`config.mk`:
```
export PLATFORM = sky130hd
export DESIGN_NAME = dram_cache
export DESIGN_NICKNAME = d
export VERILOG_FILES = /design/src/rtl/dram_cache.sv
export SDC_FILE = /design/constraint.sdc
export NUM_CORES = 2
export LEC_CHECK = 0
export CORE_AREA = 2 2 574 576
export DETAILED_ROUTE_END_ITERATION = 7
export DIE_AREA = 0 0 576 578
export PLACE_DENSITY_LB_ADDON = 0.3
export RECOVER_POWER = 50
export SKIP_CTS_REPAIR_TIMING = 1
export SLEW_MARGIN = 20
export SYNTH_ARGS = -nofsm -noshare
export SYNTH_HDL_FRONTEND = slang
export SYNTH_SLANG_ARGS = --single-unit
export TNS_END_PERCENT = 100
```
`constraint.sdc`:
```
create_clock -name clk -period 10.3 [get_ports clk]
set_clock_uncertainty 0.05 [all_clocks]
set_input_delay 2.06 -clock clk [delete_from_list [all_inputs] [get_ports clk]]
set_output_delay 2.06 -clock clk [all_outputs]
set_load 0.05 [all_outputs]
```
`src/rtl/dram_cache.sv`:
```
// dram_cache: direct-mapped, write-through, read-allocate one-word-per-line
// cache in front of a 32-bit DRAM request port. Read hits return in one
// cycle; read misses and every store become a single DRAM transaction.
module dram_cache #(
    parameter int LINES = 64
) (
    input  logic        clk,
    input  logic        rst_n,
    input  logic        calib_done,
    input  logic        flush,
    input  logic        req_valid,
    output logic        req_ready,
    input  logic [31:0] req_addr,
    input  logic [3:0]  req_we,
    input  logic [31:0] req_wdata,
    output logic        resp_valid,
    output logic [31:0] resp_rdata,
    output logic        dram_oe,
    output logic [31:0] dram_addr,
    output logic [31:0] dram_wdata,
    output logic [3:0]  dram_we,
    input  logic [31:0] dram_rdata,
    input  logic        dram_valid,
    input  logic        dram_busy
);
    localparam int IDX   = $clog2(LINES);
    localparam int TAG_W = 30 - IDX;

    typedef enum logic [1:0] {IDLE, ISSUE, WAIT} state_t;

    state_t             state, state_nx;
    logic [LINES-1:0]   valid;
    logic [TAG_W-1:0]   tag_mem [LINES];
    logic [31:0]        data_mem [LINES];

    // Context of the transaction currently out at DRAM
    logic               pend_write;
    logic [IDX-1:0]     pend_idx;
    logic [TAG_W-1:0]   pend_tag;

    logic [IDX-1:0]     idx;
    logic [TAG_W-1:0]   tag;
    logic               hit, accept, is_write, read_hit, go_issue;
    logic               read_done, write_done;
    logic [1:0]         off;
    logic               addr_unused;

    // Index of the lowest enabled byte lane; becomes the DRAM byte offset
    function automatic logic [1:0] lowest_lane(input logic [3:0] m);
        if (m[0])      return 2'd0;
        else if (m[1]) return 2'd1;
        else if (m[2]) return 2'd2;
        else if (m[3]) return 2'd3;
        else           return 2'd0;
    endfunction

    // Replace the enabled byte lanes of a cached word with store data
    function automatic logic [31:0] merge_bytes(input logic [31:0] old_w,
                                                input logic [31:0] new_w,
                                                input logic [3:0]  m);
        logic [31:0] r;
        r = old_w;
        for (int b = 0; b < 4; b++) begin
            if (m[b]) r[8*b +: 8] = new_w[8*b +: 8];
        end
        return r;
    endfunction

    assign addr_unused = ^req_addr[1:0];
    assign idx        = req_addr[2 +: IDX];
    assign tag        = req_addr[31 -: TAG_W];
    assign hit        = valid[idx] && (tag_mem[idx] == tag);
    assign is_write   = |req_we;
    assign off        = lowest_lane(req_we);
    assign req_ready  = (state == IDLE) & calib_done & ~dram_busy & ~flush;
    assign accept     = req_valid & req_ready;
    assign read_hit   = accept & ~is_write & hit;
    assign go_issue   = accept & (is_write | ~hit);
    assign read_done  = (state == WAIT) & ~pend_write & dram_valid;
    assign write_done = (state == WAIT) & pend_write & ~dram_busy;

    // FSM state register
    always_ff @(posedge clk or negedge rst_n) begin
        if (!rst_n) state <= IDLE;
        else        state <= state_nx;
    end

    // FSM next-state logic
    always_comb begin
        state_nx = state;
        case (state)
            IDLE:    if (go_issue) state_nx = ISSUE;
            ISSUE:   state_nx = WAIT;
            WAIT:    if (read_done || write_done) state_nx = IDLE;
            default: state_nx = IDLE;
        endcase
    end

    // Registered outputs and line valid bits
    always_ff @(posedge clk or negedge rst_n) begin
        if (!rst_n) begin
            resp_valid <= 1'b0;
            resp_rdata <= '0;
            dram_oe    <= 1'b0;
            dram_addr  <= '0;
            dram_wdata <= '0;
            dram_we    <= '0;
            valid      <= '0;
        end else begin
            resp_valid <= read_hit | read_done | write_done;
            if (read_hit)       resp_rdata <= data_mem[idx];
            else if (read_done) resp_rdata <= dram_rdata;
            else                resp_rdata <= '0;
            dram_oe <= go_issue;
            if (go_issue) begin
                dram_addr  <= {req_addr[31:2], off};
                dram_we    <= req_we >> off;
                dram_wdata <= req_wdata >> {off, 3'b000};
            end
            if (state == IDLE && flush) valid <= '0;
            else if (read_done)         valid[pend_idx] <= 1'b1;
        end
    end

    // Tag/data storage and pending-transaction context (not reset)
    always_ff @(posedge clk) begin
        if (go_issue) begin
            pend_write <= is_write;
            pend_idx   <= idx;
            pend_tag   <= tag;
        end
        if (accept && is_write && hit) begin
            data_mem[idx] <= merge_bytes(data_mem[idx], req_wdata, req_we);
        end
        if (read_done) begin
            tag_mem[pend_idx]  <= pend_tag;
            data_mem[pend_idx] <= dram_rdata;
        end
    end
endmodule

```
==> results by group <==
Run status
  • Status: finished, violations left
  • Failing checks: max-capacitance violations, max-slew violations

STA
  • Worst slew pin tran: ~3.6 ns
  • Final Max Tran Viols: 3564
  • Maximum clock rate: ~110 MHz
  • Minimum clock period: approximately 9.0 ns
  • Final hold viol count: 0
  • Period utilisation layout: 87.0%
  • Final setup fails: 0
  • RSZ-0062 raised after global routing: no
  • Worst hold slack: 0.425 ns
  • Final setup TNS: 0 ns
  • Max-slew headroom: -138%

Synth
  • Synth unique cells: 69
  • Largest family of logic cells by synthesized area: multiplexers
  • Simple-gate share of the synthesized area: about 1.8%
  • Syn Area/Cell: 21.5 µm²
  • Top cell type's share of synthesized area: approximately three quarters
  • Mapped Nets: between 6k and 7k
  • Post-synthesis adder-cell area fraction: 0%
  • Area leader, netlist: edfxtp_1
  • Commonest cells post-synth: 3615 x edfxtp_1, 846 x mux4_2, 516 x mux2i_1
  • Cells after Synth: around 6.8k
  • Synth Area in Compound Gates: ~2.7%
  • Fraction of synthesized area in multiplexers: ~17%
  • Area of the mapped netlist: about 150000 µm²
  • Dominant synthesized flop cell: edfxtp_1
  • Count leader, synth: edfxtp_1
  • Synth async-reset ratio: 4.44%
  • Post-synth EDFFs: ~3.6k
  • Yosys reg bits: around 3.8k
  • Ranking of synthesized cells by area: edfxtp_1 74%, mux4_2 13%, mux2i_1 3.5%
  • Sequential share of the synthesized area: between 70% and 80%
  • Ys Warns: 0
  • Fraction of synthesized cell area in xor and xnor cells: less than 1%

Setup path
  • Cells along the critical path: dlygate4sd3_1 > inv_1 > nor3b_1 > nand3_1 > nor2_1 > clkbuf_1
  • Crit. path cell count: 6
  • Critical path fanouts, max: 14
  • CP endpoint kind: register
  • Startpoint Class: primary input
  • Flop-to-flop setup slack: roughly 2.4 ns
  • Crit path arrival time: around 9.4 ns
  • Worst EP required: between 10 and 15 ns
  • CP Buf/Inv Count: 3
  • Max incr delay on CP: roughly 2.2 ns
  • Slowest-stage cell, CP: nor2_1
  • Critical path class: in2reg
  • Top delay family on crit path: simple AND/OR/NAND/NOR gates
  • Reg2Reg Depth: 5

CTS
  • Clock transition at path regs: 0.06 ns
  • CTS tree: done
  • H-Tree Level Count: 5
  • Max Root-Sink Buffers: 4
  • Root buffer cell: clkbuf_16
  • Clk sinks: between 3k and 4k
  • CTS Buf Count: slightly below 400
  • Clk_lat worst skew: roughly 0.97 ns

Worst hold path
  • HP Class: reg2reg
  • Hold depth: 1

Flow run
  • Max cap viols: 121

Routing
  • # DRC: 0
  • Final ANT Viol Nets: 0
  • 1st-iter DRT viols: between 10k and 15k
  • Vias: approximately 75k
  • Detailed-router iteration count before antenna repair: 6
  • Via density: 6.22
  • Routed wire per std cell: around 35 µm
  • Detailed Route WL: 421000 µm

Final layout
  • Utilization after layout: 51.8%
  • Final Instance Area: 169000 µm²
  • Nets@finish: 7467
  • Share of cells above drive strength 1: 23.1%
  • Fill cells: ~25k
  • P&R area growth vs syn: 15.3%

Power
  • Pwr dens: 197 nW/µm²
  • IR drop worst, VDD: between 0.1 and 0.15 mV
  • Pleak: about 0.054 µW

Floorplan
  • Starting density of the core: approximately 45%
  • Die W: about 580 µm
  • Site row count: 210
  • Die H: 578 µm
  • Die ar.: between 300000 and 400000 µm²
  • I/O pins: 210
  • Core ar.: 326000 µm²

Global routing
  • Overall Global Routing Usage: between 20 and 25%
  • Gr ovfl total: 0
  • Initial antenna violation count: 19
  • Pin count of the biggest net entering global routing: ~110
  • Vias in the first global route: approximately 75k
  • First-pass GRT wire length: just under 600000 µm

Placed design
  • Post-placement cell area: roughly 160000 µm²
  • Final HPWL DP: between 200000 and 250000 µm
  • GP Congestion: 0.827
  • PortBufs: just over 200
## state kept, by name, summed over array words and instances (netlist names), 2 cells and up
signal and flops:
data_mem 2048, tag_mem 1536, valid 64, dram_addr 32, dram_wdata 32, resp_rdata 32, pend_tag 24, pend_idx 6
dram_we 4, state 2
## worst paths after layout
| kind | startpoint | end |
|---|---|---|
| worst min register to register | dram_addr[26]$_DFFE_PN0P_ | dram_addr[26]$_DFFE_PN0P_ |
| worst min-delay path | dram_addr[26]$_DFFE_PN0P_ | dram_addr[26]$_DFFE_PN0P_ |
| max in group asynchronous | rst_n | dram_wdata[14]$_DFFE_PN0P_ |
| min in group asynchronous | rst_n | dram_addr[17]$_DFFE_PN0P_ |
| worst max register to register | state[1]$_DFFE_PN0P_ | tag_mem[43][15]$_DFFE_PP_ |
| worst max-delay path | dram_valid | tag_mem[43][15]$_DFFE_PP_ |
## per-stage QoR
stage / cells / worst slack [ns] / total power [µW]
finish: 12000 / 1.34 / 33200
floorplan: 6833 / 2.36 / 18800
CTS: 12000 / 2.75 / 33400
global placement: 11300 / 1.79 / 19600
global route: 12000 / 1.24 / 34100
detailed placement: 11300 / 1.74 / 19600
## layer usage
metal	GRT usage [%]	part of all wire [%]	routed length [µm]	vias up
met5	0	0.0074	31	-
met4	11.0	5.3	22300	6
met3	4.53	9.9	41500	833
met2	40.2	47	199000	4310
met1	33.6	37	157000	40100
li1	-	-	-	29700
## report_power, final
group          switching, µW  leakage, µW  internal [µW]  total [µW]
clock                   5840      0.00612           8100       13900
combinational           1440       0.0134            730        2170
sequential              38.6       0.0348          17100       17100
total                   7310       0.0543          25900       33200
## kinds of logic (layout without fill, tap and decap cells)
kind of cell	count (synthesis)	after routing
XOR/XNOR	19	19
AO/OA/AOI/OAI	606	606
AND/OR/NAND/NOR	567	567
flip-flops	3783	3783
buffers and inverters	437	1286
other	0	11
multiplexers	1421	1421
## area by class of cell
class,instances,area (µm²),area share [%]
clock buffers,490,10400,6.14
repair buffers,529,5070,3.00
inverters,42,165,0.0977
clock inverters,225,2140,1.27
diodes,11,27.5,0.0163
flip-flops and latches,3783,113000,66.7
multi-input cells,2613,33100,19.6
well taps,4346,5440,3.22
## placed cells by master (no fill, tap or decap), types with 82 or more instances in the layout
| master | instances |
|---|---|
| mux4_2 | 846 |
| nand3_1 | 103 |
| nand2_1 | 186 |
| a22oi_1 | 201 |
| edfxtp_1 | 3615 |
| clkbuf_16 | 400 |
| dlygate4sd3_1 | 128 |
| clkinv_1 | 82 |
| buf_4 | 146 |
| dfrtp_1 | 168 |
| nor2_1 | 94 |
| mux2i_1 | 516 |
| clkbuf_1 | 191 |
Power figures use the tool's default switching activity.
